### src/rtl/data_mem_port_arbiter_if.sv
// data_mem_port_arbiter_if
//   Bundles the two requester handshakes (R0 load/store unit, R1 stack unit)
//   and the single memory port shared between them.
//   modport slave  : the arbiter view (takes requests, drives acks and memory strobes)
//   modport master : the environment view (requesters plus the memory itself)
//   Parameter DEPTH_W sizes stack_depth and must match the arbiter's DEPTH_W.
interface data_mem_port_arbiter_if #(
  parameter int DEPTH_W = 4
);
  logic               r0_req;
  logic               r0_we;
  logic [31:0]        r0_addr;
  logic [31:0]        r0_wdata;
  logic               r0_ack;
  logic               r1_req;
  logic               r1_push;
  logic [31:0]        r1_wdata;
  logic               r1_ack;
  logic [31:0]        rsp_data;
  logic               mem_write;
  logic               mem_read;
  logic               dataMemEnable;
  logic [31:0]        mem_address;
  logic [31:0]        mem_data_in;
  logic [31:0]        mem_data_out;
  logic [DEPTH_W-1:0] stack_depth;
  logic               stack_err;

  modport slave (
    input  r0_req, r0_we, r0_addr, r0_wdata,
    input  r1_req, r1_push, r1_wdata,
    input  mem_data_out,
    output r0_ack, r1_ack, rsp_data,
    output mem_write, mem_read, dataMemEnable, mem_address, mem_data_in,
    output stack_depth, stack_err
  );

  modport master (
    output r0_req, r0_we, r0_addr, r0_wdata,
    output r1_req, r1_push, r1_wdata,
    output mem_data_out,
    input  r0_ack, r1_ack, rsp_data,
    input  mem_write, mem_read, dataMemEnable, mem_address, mem_data_in,
    input  stack_depth, stack_err
  );
endinterface

### src/rtl/data_mem_port_arbiter.sv
// data_mem_port_arbiter
//   Shares the single port of data_memory_with_stack between R0 (load/store
//   unit, static region) and R1 (stack unit, push/pop). Round-robin grant,
//   one access in flight, fixed IDLE -> ISSUE -> WAIT -> RESP loop. Tracks
//   stack occupancy in stack_depth.
// Ports
//   clk  : system clock, posedge
//   rst  : asynchronous active-high reset; aborts any access in flight
//   bus  : data_mem_port_arbiter_if.slave -- requester handshakes
//          (r0_*, r1_*, rsp_data), memory port (mem_write, mem_read,
//          dataMemEnable, mem_address, mem_data_in, mem_data_out) and
//          stack status (stack_depth, stack_err)
// Configuration
//   `define STACK_GUARD_EN : push when full / pop when empty is blocked
//     (strobes suppressed, rsp_data=0, ack still given) and flagged on
//     stack_err during RESP. Undefined: stack ops always strobe, the memory
//     drops illegal ones, stack_depth saturates, stack_err is tied 0.
module data_mem_port_arbiter #(
  parameter int STACK_DEPTH = 14,
  parameter int DEPTH_W     = 4
) (
  input logic                     clk,
  input logic                     rst,
  data_mem_port_arbiter_if.slave  bus
);

  typedef enum logic [1:0] {
    IDLE  = 2'd0,
    ISSUE = 2'd1,
    WAIT  = 2'd2,
    RESP  = 2'd3
  } state_t;

  state_t             state;
  state_t             next_state;

  logic               last_grant;   // 0 = R0, 1 = R1
  logic               cur_id;
  logic               cur_we;       // store for R0, push for R1
  logic               blocked;
  logic               mem_enable;
  logic [31:0]        mem_address;
  logic [31:0]        mem_data_in;
  logic [31:0]        rsp_data;
  logic [DEPTH_W-1:0] stack_depth;

  logic               grant_valid;
  logic               grant_id;
  logic               grant_blocked;
  logic               stack_full;
  logic               stack_empty;

  assign stack_full  = (stack_depth == DEPTH_W'(STACK_DEPTH));
  assign stack_empty = (stack_depth == {DEPTH_W{1'b0}});

  // Round-robin choice: a tie goes to the requester that was not served last.
  always_comb begin
    grant_valid = bus.r0_req | bus.r1_req;
    if (bus.r0_req && bus.r1_req) begin
      grant_id = ~last_grant;
    end else if (bus.r1_req) begin
      grant_id = 1'b1;
    end else begin
      grant_id = 1'b0;
    end
  end

  // Decide at grant time whether a stack op is out of bounds; depth cannot
  // change between the grant and ISSUE, so the decision stays valid.
  always_comb begin
`ifdef STACK_GUARD_EN
    if (grant_id) begin
      grant_blocked = bus.r1_push ? stack_full : stack_empty;
    end else begin
      grant_blocked = 1'b0;
    end
`else
    grant_blocked = 1'b0;
`endif
  end

  // State register.
  always_ff @(posedge clk or posedge rst) begin
    if (rst) begin
      state <= IDLE;
    end else begin
      state <= next_state;
    end
  end

  // Next-state logic: fixed loop, leaving IDLE only on a request.
  always_comb begin
    next_state = state;
    case (state)
      IDLE:    next_state = grant_valid ? ISSUE : IDLE;
      ISSUE:   next_state = WAIT;
      WAIT:    next_state = RESP;
      RESP:    next_state = IDLE;
      default: next_state = IDLE;
    endcase
  end

  // Outputs: strobes only in ISSUE, acks only in RESP, everything else from registers.
  always_comb begin
    bus.mem_write     = (state == ISSUE) &&  cur_we && !blocked;
    bus.mem_read      = (state == ISSUE) && !cur_we && !blocked;
    bus.r0_ack        = (state == RESP) && !cur_id;
    bus.r1_ack        = (state == RESP) &&  cur_id;
`ifdef STACK_GUARD_EN
    bus.stack_err     = (state == RESP) && blocked;
`else
    bus.stack_err     = 1'b0;
`endif
    bus.dataMemEnable = mem_enable;
    bus.mem_address   = mem_address;
    bus.mem_data_in   = mem_data_in;
    bus.rsp_data      = rsp_data;
    bus.stack_depth   = stack_depth;
  end

  // Latch the granted request; the memory-side address/data registers hold
  // their values until the next grant.
  always_ff @(posedge clk or posedge rst) begin
    if (rst) begin
      last_grant  <= 1'b1;
      cur_id      <= 1'b0;
      cur_we      <= 1'b0;
      blocked     <= 1'b0;
      mem_enable  <= 1'b0;
      mem_address <= 32'd0;
      mem_data_in <= 32'd0;
    end else if (state == IDLE && grant_valid) begin
      cur_id     <= grant_id;
      last_grant <= grant_id;
      blocked    <= grant_blocked;
      if (!grant_id) begin
        cur_we      <= bus.r0_we;
        mem_enable  <= 1'b1;
        mem_address <= bus.r0_addr;
        if (bus.r0_we) begin
          mem_data_in <= bus.r0_wdata;
        end else begin
          mem_data_in <= mem_data_in;
        end
      end else begin
        cur_we      <= bus.r1_push;
        mem_enable  <= 1'b0;
        mem_address <= 32'd0;
        if (bus.r1_push) begin
          mem_data_in <= bus.r1_wdata;
        end else begin
          mem_data_in <= mem_data_in;
        end
      end
    end else begin
      last_grant <= last_grant;
    end
  end

  // Stack occupancy moves at the end of an issued stack op; saturation only
  // matters when the guard is off and illegal ops are let through.
  always_ff @(posedge clk or posedge rst) begin
    if (rst) begin
      stack_depth <= {DEPTH_W{1'b0}};
    end else if (state == ISSUE && cur_id && !blocked) begin
      if (cur_we && !stack_full) begin
        stack_depth <= stack_depth + {{(DEPTH_W-1){1'b0}}, 1'b1};
      end else if (!cur_we && !stack_empty) begin
        stack_depth <= stack_depth - {{(DEPTH_W-1){1'b0}}, 1'b1};
      end else begin
        stack_depth <= stack_depth;
      end
    end else begin
      stack_depth <= stack_depth;
    end
  end

  // Capture the memory's registered read data at the end of WAIT.
  always_ff @(posedge clk or posedge rst) begin
    if (rst) begin
      rsp_data <= 32'd0;
    end else if (state == WAIT) begin
      if (!cur_we && !blocked) begin
        rsp_data <= bus.mem_data_out;
      end else begin
        rsp_data <= 32'd0;
      end
    end else begin
      rsp_data <= rsp_data;
    end
  end

endmodule
### src/flat_wrapper.sv
// flat-port wrapper written by rule: the top's interface ports become plain ports
module data_mem_port_arbiter_flat 
#(
  parameter int STACK_DEPTH = 14,
  parameter int DEPTH_W     = 4
)
  (clk, rst, bus_r0_req, bus_r0_we, bus_r0_addr, bus_r0_wdata, bus_r1_req, bus_r1_push, bus_r1_wdata, bus_mem_data_out, bus_r0_ack, bus_r1_ack, bus_rsp_data, bus_mem_write, bus_mem_read, bus_dataMemEnable, bus_mem_address, bus_mem_data_in, bus_stack_depth, bus_stack_err);
  data_mem_port_arbiter_if #(.DEPTH_W(DEPTH_W)) bus_i ();
  input logic clk;
  input logic rst;
  input wire logic [$bits(bus_i.r0_req)-1:0] bus_r0_req;
  input wire logic [$bits(bus_i.r0_we)-1:0] bus_r0_we;
  input wire logic [$bits(bus_i.r0_addr)-1:0] bus_r0_addr;
  input wire logic [$bits(bus_i.r0_wdata)-1:0] bus_r0_wdata;
  input wire logic [$bits(bus_i.r1_req)-1:0] bus_r1_req;
  input wire logic [$bits(bus_i.r1_push)-1:0] bus_r1_push;
  input wire logic [$bits(bus_i.r1_wdata)-1:0] bus_r1_wdata;
  input wire logic [$bits(bus_i.mem_data_out)-1:0] bus_mem_data_out;
  output wire logic [$bits(bus_i.r0_ack)-1:0] bus_r0_ack;
  output wire logic [$bits(bus_i.r1_ack)-1:0] bus_r1_ack;
  output wire logic [$bits(bus_i.rsp_data)-1:0] bus_rsp_data;
  output wire logic [$bits(bus_i.mem_write)-1:0] bus_mem_write;
  output wire logic [$bits(bus_i.mem_read)-1:0] bus_mem_read;
  output wire logic [$bits(bus_i.dataMemEnable)-1:0] bus_dataMemEnable;
  output wire logic [$bits(bus_i.mem_address)-1:0] bus_mem_address;
  output wire logic [$bits(bus_i.mem_data_in)-1:0] bus_mem_data_in;
  output wire logic [$bits(bus_i.stack_depth)-1:0] bus_stack_depth;
  output wire logic [$bits(bus_i.stack_err)-1:0] bus_stack_err;
  assign bus_i.r0_req = bus_r0_req;
  assign bus_i.r0_we = bus_r0_we;
  assign bus_i.r0_addr = bus_r0_addr;
  assign bus_i.r0_wdata = bus_r0_wdata;
  assign bus_i.r1_req = bus_r1_req;
  assign bus_i.r1_push = bus_r1_push;
  assign bus_i.r1_wdata = bus_r1_wdata;
  assign bus_i.mem_data_out = bus_mem_data_out;
  assign bus_r0_ack = bus_i.r0_ack;
  assign bus_r1_ack = bus_i.r1_ack;
  assign bus_rsp_data = bus_i.rsp_data;
  assign bus_mem_write = bus_i.mem_write;
  assign bus_mem_read = bus_i.mem_read;
  assign bus_dataMemEnable = bus_i.dataMemEnable;
  assign bus_mem_address = bus_i.mem_address;
  assign bus_mem_data_in = bus_i.mem_data_in;
  assign bus_stack_depth = bus_i.stack_depth;
  assign bus_stack_err = bus_i.stack_err;
  data_mem_port_arbiter #(.STACK_DEPTH(STACK_DEPTH), .DEPTH_W(DEPTH_W)) u_core (.clk(clk), .rst(rst), .bus(bus_i));
endmodule
### config.mk
export PLATFORM = sky130hd
export DESIGN_NAME = data_mem_port_arbiter_flat
export DESIGN_NICKNAME = d
export VERILOG_FILES = /design/src/rtl/data_mem_port_arbiter_if.sv /design/src/rtl/data_mem_port_arbiter.sv /design/src/flat_wrapper.sv
export SDC_FILE = /design/constraint.sdc
export NUM_CORES = 1
export LEC_CHECK = 0
export BUFFER_PORTS_ARGS = -buffer_cell sky130_fd_sc_hd__buf_2
export CAP_MARGIN = 10
export CORE_MARGIN = 8
export CORE_UTILIZATION = 45
export CTS_CLUSTER_DIAMETER = 30
export CTS_CLUSTER_SIZE = 20
export DETAILED_ROUTE_END_ITERATION = 12
export PLACE_DENSITY = 0.8
export SETUP_SLACK_MARGIN = 0.3
export SLEW_MARGIN = 5
export SYNTH_ARGS = -nofsm -noshare
export SYNTH_HDL_FRONTEND = slang
export SYNTH_SLANG_ARGS = --single-unit
export TNS_END_PERCENT = 10
### constraint.sdc
create_clock -name clk -period 3.31 [get_ports clk]
set_input_delay 0.1655 -clock clk [delete_from_list [all_inputs] [get_ports clk]]
set_output_delay 0.1655 -clock clk [all_outputs]
set_load 0.1 [all_outputs]
# Yosys cells after proc, flatten, opt, wreduce, memory -nomap -nowiden
# Index checks and enable logic that the tools add are counted.
classes:
  n_addsub: 2
  n_eq_ne: 5
  n_mux: 13
  bitwise_logic: 2
  n_reduce_logical: 19
op_table:
  columns: ["cell", "count"]
  rows:
  - ["2-to-1 mux 32 bit", 5]
  - ["logical AND 1 bit", 9]
  - ["2-to-1 mux 4 bit", 2]
  - ["case mux 2 bit (4 select lines)", 1]
  - ["2-to-1 mux 1 bit", 5]
  - ["adder 4 x 1 -> 4 bit, second input constant", 1]
  - ["== test 2 bit, second input constant", 2]
  - ["== test 4 bit, second input constant", 1]
  - ["zero test 1 bit", 4]
  - ["zero test 4 bit", 1]
  - ["nonzero test 2 bit", 2]
  - ["subtractor 4 x 1 -> 4 bit, second input constant", 1]
  - ["AND reduction 3 bit", 1]
  - ["== test 2 x 1 -> 1 bit, second input constant", 1]
  - ["zero test 2 bit", 1]
  - ["!= test 2 bit, second input constant", 1]
  - ["AND reduction 2 bit", 1]
  - ["NOT 1 bit", 1]
  - ["OR 1 bit", 1]
word_totals:
  reg_bits: 106
  inputBits: 134
  output_inout_bits: 106
  wordCells: 50

# Logic depth before layout (Yosys ltp)
# Gate-level depths: netlist of the first run.
depth:
  depth_word: 5
  depth_mapped: 7

# Worst setup path before layout of the first run
# No wires, ideal clock.
synth_path:
  kind: "register -> register"
  startpoint: "reg u_core.stack_depth[0] (netlist: u_core.bus.stack_depth[0])"
  endpoint: "reg u_core.stack_depth[3] (netlist: u_core.bus.stack_depth[3])"
  setup_time_ns: 0.163
  arrival_ns: 2.454
  required_time_ns: 3.147
  path_slack_ns: 0.693
  path_stages_with_launch: 8
  n_path_buf: 0
  path_cell_list: "dfrtp_1 nand4b_1 nand2_1 ha_1 and3_1 a211o_1 a211oi_1 xor2_1"
synth_via:
  elab_chain_cells: 5
synth_rtl:
  columns: ["element", "line_no", "source"]
  rows:
  - ["from (decl)", "data_mem_port_arbiter.sv:45", "logic [DEPTH_W-1:0] stack_depth;"]
  - ["from (signal assigned)", "data_mem_port_arbiter.sv:164", "stack_depth <= {DEPTH_W{1'b0}};"]
  - ["from (signal assigned)", "data_mem_port_arbiter.sv:167", "stack_depth <= stack_depth + {{(DEPTH_W-1){1'b0}}, 1'b1};"]
  - ["from (signal assigned)", "data_mem_port_arbiter.sv:169", "stack_depth <= stack_depth - {{(DEPTH_W-1){1'b0}}, 1'b1};"]
  - ["branches (longest 5 deep; another with subtractor 4 x 1 -> 4 bit)", null, null]
# Parallel ways; which one is timed is not known. The select of a mux whose other input is x is not followed.
# A chain may end at the register's enable or synchronous reset.

# Worst setup path in the final report of the first run
# Ends and elaborated chain as after synthesis.

==> results.md, run 1 <==
* Synth top area cells: dfrtp_1 (58%), mux2i_1 (7.0%), a22o_1 (6.2%)
* EDFF count, synth at 0
* CTS tree: built
* Seq/Total Area, Yosys at 58.3%
* Die Width at 117 um
* Unrepaired setup endpoints after global routing: false
* Post-synth top area share at 57.7%
* Tmin final at between 2 and 2.5 ns
* Maximum clock frequency at 454 MHz
* HPWL Detailed at 10400 um
* Placer Congestion at 0.811
* YS warnings at 0
* DIE HEIGHT at around 120 um
* CP Cell Sequence: nand4b_1 -> nand2_1 -> ha_1 -> and3_1 -> a211o_1 -> a211oi_1 -> xor2_1
* Crit. End Element: flip-flop
* WL/cell at 17.9 um
* Final-report setup violation count at 0
* PortBufs at about 240
* CTS sink cnt at 106
* Post-CTS setup buffers at 0
* CTS clk-pin slew, worst paths at around 0.1 ns
* Hold Violations, Final at 0
* Synth area leader: dfrtp_1
* R2r setup slk at 1.11 ns
* Worst path required time at about 3.6 ns
* Post-synthesis cell type count at 39
* Crit-path max FO at 6
* Fin Setup TNS at 0 ns
* HP Class: in -> reg
* Via Count at roughly 4200
* Core area at 0.00982 mm^2
* Skew-Pair Late Insertion Delay at 0.36 ns
* # H-tree levels at 3
* Critical Path AT at 2.49 ns
* Longest Clk Path Bufs at 2
* Final #Nets at 815
* Detailed-route DRC error count at 0
* Initial antenna violation count at 0
* Synthesized area per cell at 11.0 um^2
* Commonest non-fill, non-tap cell in the layout: buf_2
* Post-synthesis async set-or-reset flop share at 100%
* DRT iter0 DRCs at a little under 300
* DRT Pass-1 Iters at 4
* Synth Flop Type: dfrtp_1
* Synth Net Count at approximately 550
* Status: complete, no violations
* Max-cap viol count at 0
* DIE AREA at ~0.014 mm^2
* Starting Density at 46.3%
* Fin. max-slew vios at 0
* Root Driver: clkbuf_8
* Final wirelength at between 10000 and 15000 um
* Layout cells sized above 1 at between 40% and 50%
* Slowest CP cell: dfrtp_1
* PostCTS Resize Cnt at 0
* Worst setup SP type: flip-flop
* Pin count of the biggest net entering global routing at between 90 and 100
* Worst-Margin Slew at 1.13 ns
* Total gr overflow at 0
* Setup Crit Path Kind: reg -> reg
* Antenna Nets Post-Route at 0
* Mapped Area at 0.00455 mm^2
* First-pass GRT wire length at 22300 um
* Rows at 36
* Post-synthesis register bit count at approximately 110
* N_diodes at 0
* Final Skew at between 0.005 and 0.006 ns
* Vias in the first global route at 4398
* Crit share post-route at 66.5%
* Syn Inst Count at between 400 and 500
* Layout area overhead at 41.2%
* # IOs at 240
* Num CTS Buffers at 9
* Most frequent cells in the layout: buf_2 (238), dfrtp_1 (105), nand2_1 (37), dlygate4sd3_1 (37)
* Relative slew slack at 24.1%
* Vias per cell at 5.13
* Gr usage total at between 20% and 30%
* CP peak stage delay at 0.48 ns
-- Yosys cell counts, types with 2 or more instances --
library cell and count:
a21o_1 2, a21oi_1 34, a22o_1 32, a31oi_1 33, buf_2 11, buf_4 4
clkbuf_1 17, dfrtp_1 105, ha_1 7, inv_1 35, mux2_1 2, mux2i_1 32
nand2_1 37, nor2_1 3, nor2b_1 2, o21ai_0 31, xor2_1 3
-- registers in the layout (all words and copies together) (netlist names) --
register and cells:
u_core.bus.mem_address 32, u_core.bus.mem_data_in 32, u_core.bus.rsp_data 32, u_core.bus.stack_depth 4
u_core.state 2, u_core.bus.dataMemEnable 1, u_core.cur_id 1, u_core.cur_we 1
u_core.last_grant 1
-- final timing paths --
kind | from | to | cells past startpoint
min reg2reg | u_core.bus.mem_address[27]$_DFFE_PP0P_ | u_core.bus.mem_address[27]$_DFFE_PP0P_ | 1
max reg2reg | u_core.bus.stack_depth[0]$_DFFE_PP0P_ | u_core.bus.stack_depth[3]$_DFFE_PP0P_ | 7
min | bus_mem_data_out[19] | u_core.bus.rsp_data[19]$_DFFE_PP0P_ | 3
min in group asynchronous | rst | u_core.bus.rsp_data[27]$_DFFE_PP0P_ | 3
max in group asynchronous | rst | u_core.bus.mem_address[11]$_DFFE_PP0P_ | 5
max | u_core.bus.stack_depth[0]$_DFFE_PP0P_ | u_core.bus.stack_depth[3]$_DFFE_PP0P_ | 7
-- layer usage --
| layer | wire length [um] | up-vias | track usage (%) |
|---|---|---|---|
| met2 | 7050 | 201 | 35.9 |
| met3 | 1590 | 10 | 7.34 |
| li1 | - | 1964 | - |
| met4 | 144 | 0 | 5.46 |
| met5 | 0 | - | 0 |
| met1 | 5700 | 1987 | 24.1 |
-- area by class of cell --
cell class                      instances  area (um^2)
Inverter                               35          134
Tap cell                              133          166
Sequential cell                       106         2650
Timing Repair Buffer                  283         1640
Clock inverter                          7         76.3
Clock buffer                            9          124
Multi-Input combinational cell        238         1630
Fill cell                             775         3390
-- repair_timing --
item	4_1_cts	5_1_grt
endpoints found under the hold margin	32	29
hold buffers	32	5
setup endpoints to repair	0	0
-- critical path, delay by kind of cell (launching register included) --
family	cells	cell delay, ns
compound gates	2	0.56
xor+xnor	1	0.17
fa+ha+maj	1	0.29
flops	1	0.48
simple gates	3	0.63
-- stage by stage --
stage          hold slack (ns)  utilization [%]  instances  area, um^2  setup WS, ns
6_report                0.0183             65.4        811        6420          1.11
5_1_grt                0.00373             65.4        811        6420         0.981
4_1_cts               0.000382             64.6        805        6350          1.10
3_5_place_dp             0.377             59.3        757        5830          1.12
3_3_place_gp             0.371             59.3        757        5830          1.27
2_1_floorplan            0.235                -        412        4550         0.357
-- cell families (layout without fill, tap and decap cells) --
logic type	Yosys count	after routing	share of synthesized area, %
AOI/OAI and AO/OA	141	141	19.7
xor gates and xnor gates	3	3	0.578
adders and majority gates	8	8	2.36
buffers and inverters	68	334	6.41
DFF	106	106	58.3
muxes	34	34	7.53
other	1	1	0.0824
and+or+nand+nor	51	51	4.98
Power of run 1 is left out: the tool's default activity adds up to more than one toggle a clock period on the data nets, which glitch-free logic cannot reach.
==> run 2, diff against run 1 <==
Settings changed: CORE_UTILIZATION 45 to 41, PLACE_DENSITY 0.8 to 0.77.
Clock period 3.31 ns to 1.78 ns, I/O delays scaled along.
==> results.md, run 2 (same netlist as run 1, synthesis figures left out) <==
* Worst setup SP type: flip-flop
* Via Count at 4468
* # H-tree levels at 3
* Vias per cell at 5.12
* Die Width at 121 um
* Hold Violations, Final at 0
* HP Class: in -> reg
* # IOs at 240
* Final worst setup slack at -0.159 ns
* DIE AREA at 0.0147 mm^2
* First-pass GRT wire length at ~24000 um
* Starting Density at between 40% and 50%
* Detailed-route DRC error count at 0
* DIE HEIGHT at 121 um
* Worst path required time at ~2.1 ns
* CTS clk-pin slew, worst paths at 0.11 ns
* Crit-path max FO at 3
* Antenna Nets Post-Route at 0
* Max-cap viol count at 0
* Rows at 38
* Core area at 0.0108 mm^2
* DRT Pass-1 Iters at 4
* Longest Clk Path Bufs at 2
* DRT iter0 DRCs at 233
* Num CTS Buffers at 9
* Critical Path AT at 2.22 ns
* N_diodes at 0
* Skew-Pair Late Insertion Delay at 0.36 ns
* Crit share post-route at 109%
* Failing checks: negative setup slack
* PortBufs at 238
* WL/cell at 17.9 um
* Critical path buffer and inverter count at 0
* CP peak stage delay at 0.39 ns
* Worst-Margin Slew at 0.528 ns
* CP Cell Sequence: nand4b_1 -> nand2_2 -> ha_4 -> and3_4 -> a211o_1 -> a211oi_2 -> xor2_1
* Gr usage total at 20.3%
* Final #Nets at 869
* Layout cells sized above 1 at 48.2%
* CTS tree: built
* Total gr overflow at 0
* Layout area overhead at 66.2%
* Most frequent cells in the layout: buf_2 (232), dfrtp_1 (104), dlygate4sd3_1 (66)
* Commonest non-fill, non-tap cell in the layout: buf_2
* Setup Crit Path Kind: reg -> reg
* Unrepaired setup endpoints after global routing: true
* Fin. max-slew vios at 0
* Status: complete, but fails checks
* Top delay family on crit path: simple AND/OR/NAND/NOR gates
* Crit. End Element: flip-flop
* CTS sink cnt at 106
* Maximum clock frequency at 516 MHz
* Area post-placement at 0.00597 mm^2
* Initial antenna violation count at 0
* Hold slack final at 0.0392 ns
* Final Skew at 0.0143 ns
* Biggest registers after layout: u_core.bus.mem_address: 32 flops, u_core.bus.mem_data_in: 32 flops, u_core.bus.rsp_data: 32 flops
* Relative slew slack at 64.8%
* Tmin final at 1.94 ns
* Vias in the first global route at around 4800
* Cell area after layout at approximately 0.0076 mm^2
* HPWL Detailed at 10000 um
* Final-report setup violation count at 3
* Placer Congestion at 0.826
* Slowest CP cell: dfrtp_1
* Pin count of the biggest net entering global routing at 99
* Final wirelength at 15700 um
* Root Driver: clkbuf_8
run 2: cell types whose count changed in the layout (fill, tap and decap cells not counted), sizes merged:
cell and delta:
clkbuf +6, buf +20, inv -1, dlygate4sd3 +29
run 2: repair_timing:
action                     4_1_cts  5_1_grt
gates resized for setup         53       61
cloned                           0        4
pin swaps                       16       31
hold buffers                    66        0
buffers inserted                 7        4
setup endpoints to repair       50      108
hold endpoints to repair        73        0
run 2: path summary, 6_finish.rpt:
check / startpoint / endpoint / slack (ns) / depth (start not counted)
worst max-delay path: u_core.bus.stack_depth[0]$_DFFE_PP0P_ / u_core.bus.stack_depth[3]$_DFFE_PP0P_ / -0.16 / 7
worst max register to register: u_core.bus.stack_depth[0]$_DFFE_PP0P_ / u_core.bus.stack_depth[3]$_DFFE_PP0P_ / -0.16 / 7
worst min-delay path: bus_r0_wdata[22] / u_core.bus.mem_data_in[22]$_DFFE_PP0P_ / 0.04 / 3
min in group asynchronous: rst / u_core.bus.mem_address[17]$_DFFE_PP0P_ / 0.22 / 3
max in group asynchronous: rst / u_core.state[0]$_DFF_PP0_ / 0.76 / 4
worst min register to register: u_core.bus.dataMemEnable$_DFFE_PP0P_ / u_core.bus.dataMemEnable$_DFFE_PP0P_ / 0.49 / 1
run 2: per-stage QoR:
step / TNS [ns] / cells / util (%) / setup slack, ns
floorplan: -2.19 / 412 / - / -0.837
global placement: -0.0717 / 775 / 55.1 / -0.0717
detailed placement: -0.238 / 775 / 55.1 / -0.200
CTS: -0.203 / 864 / 65.6 / -0.0987
global route: -0.519 / 872 / 69.7 / -0.217
finish: -0.320 / 872 / 69.7 / -0.159
run 2: layer usage:
| metal | wire length [um] | track usage, % |
|---|---|---|
| met1 | 6250 | 22.5 |
| met4 | 597 | 9.95 |
| met5 | 0 | 0 |
| met3 | 1300 | 7.54 |
| met2 | 7510 | 33.6 |
run 2: area by class of cell:
cell class	instances	area, um^2
Clock buffer	10	128
Clock inverter	6	72.6
Fill cell	741	3280
Inverter	35	135
Multi-Input combinational cell	238	2030
Sequential cell	106	2660
Tap cell	140	175
Timing Repair Buffer	337	2370
run 2: worst register-to-register path, cell delays in order, from the launching register on:
cell      delay, ns
dfrtp_1        0.39
nand4b_1       0.24
nand2_2        0.18
ha_4           0.21
and3_4         0.17
a211o_1        0.28
a211oi_2       0.22
xor2_1         0.16
Power of run 2 is left out for the same reason.
==> run 3, diff against run 2 <==
Clock period 1.78 ns to 1.7 ns, I/O delays scaled along.
==> results.md, run 3 (same netlist as run 1, synthesis figures left out) <==
* Die Width at 121 um
* Relative slew slack at approximately two thirds
* Final #Nets at 865
* Met2 routed WL at around 7500 um
* Detailed-route DRC error count at 0
* PortBufs at 238
* Status: complete, but fails checks
* Top sig layer: met4
* Worst-Margin Slew at 0.524 ns
* Crit. End Element: flip-flop
* Cell area after layout at between 0.007 and 0.008 mm^2
* Setup Crit Path Kind: reg -> reg
* Vias in the first global route at about 4600
* # IOs at 240
* # H-tree levels at 3
* Final-report setup violation count at 4
* DRT iter0 DRCs at 225
* Layout Utilization at 69.6%
* Met1 WL at 6190 um
* Unrepaired setup endpoints after global routing: true
* Tmin final at about 1.9 ns
* Via Count at 4373
* CTS clk-pin slew, worst paths at roughly 0.10 ns
* Final wirelength at 15400 um
* Layout area overhead at 65.7%
* Area post-placement at 0.00604 mm^2
* Hold Violations, Final at 0
* Gr usage total at between 10% and 20%
* CTS sink cnt at ~110
* DIE AREA at 0.0147 mm^2
* Layout cells sized above 1 at between 40% and 50%
* Crit share post-route at 111%
* Num CTS Buffers at 9
* Max-cap viol count at 0
* Final worst setup slack at -0.185 ns
* Failing checks: negative setup slack
* Hold slack final at 0.0481 ns
* HP Class: in -> reg
* Root Driver: clkbuf_8
* Placer Congestion at 0.844
* Worst setup SP type: flip-flop
* Crit-path max FO at 3
* Rows at 38
* Pin count of the biggest net entering global routing at 53
* Worst path required time at 1.97 ns
* WL met3 at 1260 um
* DIE HEIGHT at 121 um
* Longest Clk Path Bufs at 2
* CTS tree: built
* Antenna Nets Post-Route at 0
* Fin. max-slew vios at 0
* Most frequent cells in the layout: buf_2 (232), dfrtp_1 (105), dlygate4sd3_1 (66)
* Biggest registers after layout: u_core.bus.mem_address: 32 flops, u_core.bus.mem_data_in: 32 flops, u_core.bus.rsp_data: 32 flops
* WL/cell at 17.6 um
* Final Skew at 0.0146 ns
* DP Worst Slack at -0.277 ns
* Total gr overflow at 0
* Maximum clock frequency at 530 MHz
* First-pass GRT wire length at 23200 um
* Starting Density at 42.0%
* Core area at 0.0108 mm^2
* Vias per cell at 5.01
* Critical Path AT at 2.16 ns
* Initial antenna violation count at 5
* HPWL Detailed at 10100 um
* DRT Pass-1 Iters at 4
* Commonest non-fill, non-tap cell in the layout: buf_2
* Skew-Pair Late Insertion Delay at ~0.36 ns
## run 3: timing repair
action                                  4_1_cts  5_1_grt
hold buffers                                 66        0
gates resized for setup                      60       39
gates cloned                                  0        3
pin swaps                                    38       67
hold endpoints to repair                    170        0
setup buffers                                 2        3
endpoints found under the setup margin       76      108
## run 3: worst max-delay path, stage by stage, from the launching register on
cell	delay [ns]
dfrtp_1	0.38
nand4b_1	0.21
nand2_2	0.17
ha_4	0.23
a21o_1	0.17
a211o_1	0.28
a211oi_2	0.20
xor2_1	0.17
## run 3: path summary, 6_finish.rpt
check,from,to,slack [ns],depth (start not counted)
worst max-delay path,u_core.bus.stack_depth[0]$_DFFE_PP0P_,u_core.bus.stack_depth[3]$_DFFE_PP0P_,-0.19,7
worst min-delay path,bus_r0_wdata[26],u_core.bus.mem_data_in[26]$_DFFE_PP0P_,0.05,3
worst max register to register,u_core.bus.stack_depth[0]$_DFFE_PP0P_,u_core.bus.stack_depth[3]$_DFFE_PP0P_,-0.19,7
worst min register to register,u_core.bus.dataMemEnable$_DFFE_PP0P_,u_core.bus.dataMemEnable$_DFFE_PP0P_,0.48,1
max in group asynchronous,rst,u_core.last_grant$_DFFE_PP1P_,0.90,4
min in group asynchronous,rst,u_core.bus.mem_address[10]$_DFFE_PP0P_,0.22,3
## run 3: stage by stage
step | cells | TNS [ns]
after detailed placement | 778 | -0.508
after floorplan | 412 | -2.59
final | 873 | -0.382
after CTS | 862 | -0.432
after global routing | 873 | -0.636
after global placement | 778 | -0.203
## run 3: per-layer routing
layer  GRT usage [%]  vias up
met5               0        -
met4            8.56        0
met3            6.56       39
met2            32.0      217
met1            22.6     2049
li1                -     2068
## run 3: final cells by class
class | count | area, um^2
fillers | 761 | 3300
repair buffers | 333 | 2330
diodes | 5 | 12.5
multi-input cells | 238 | 2010
clock buffers | 10 | 138
well taps | 140 | 175
flip-flops and latches | 106 | 2650
inverters | 35 | 135
clock inverters | 6 | 88.8
Power of run 3 is left out for the same reason.
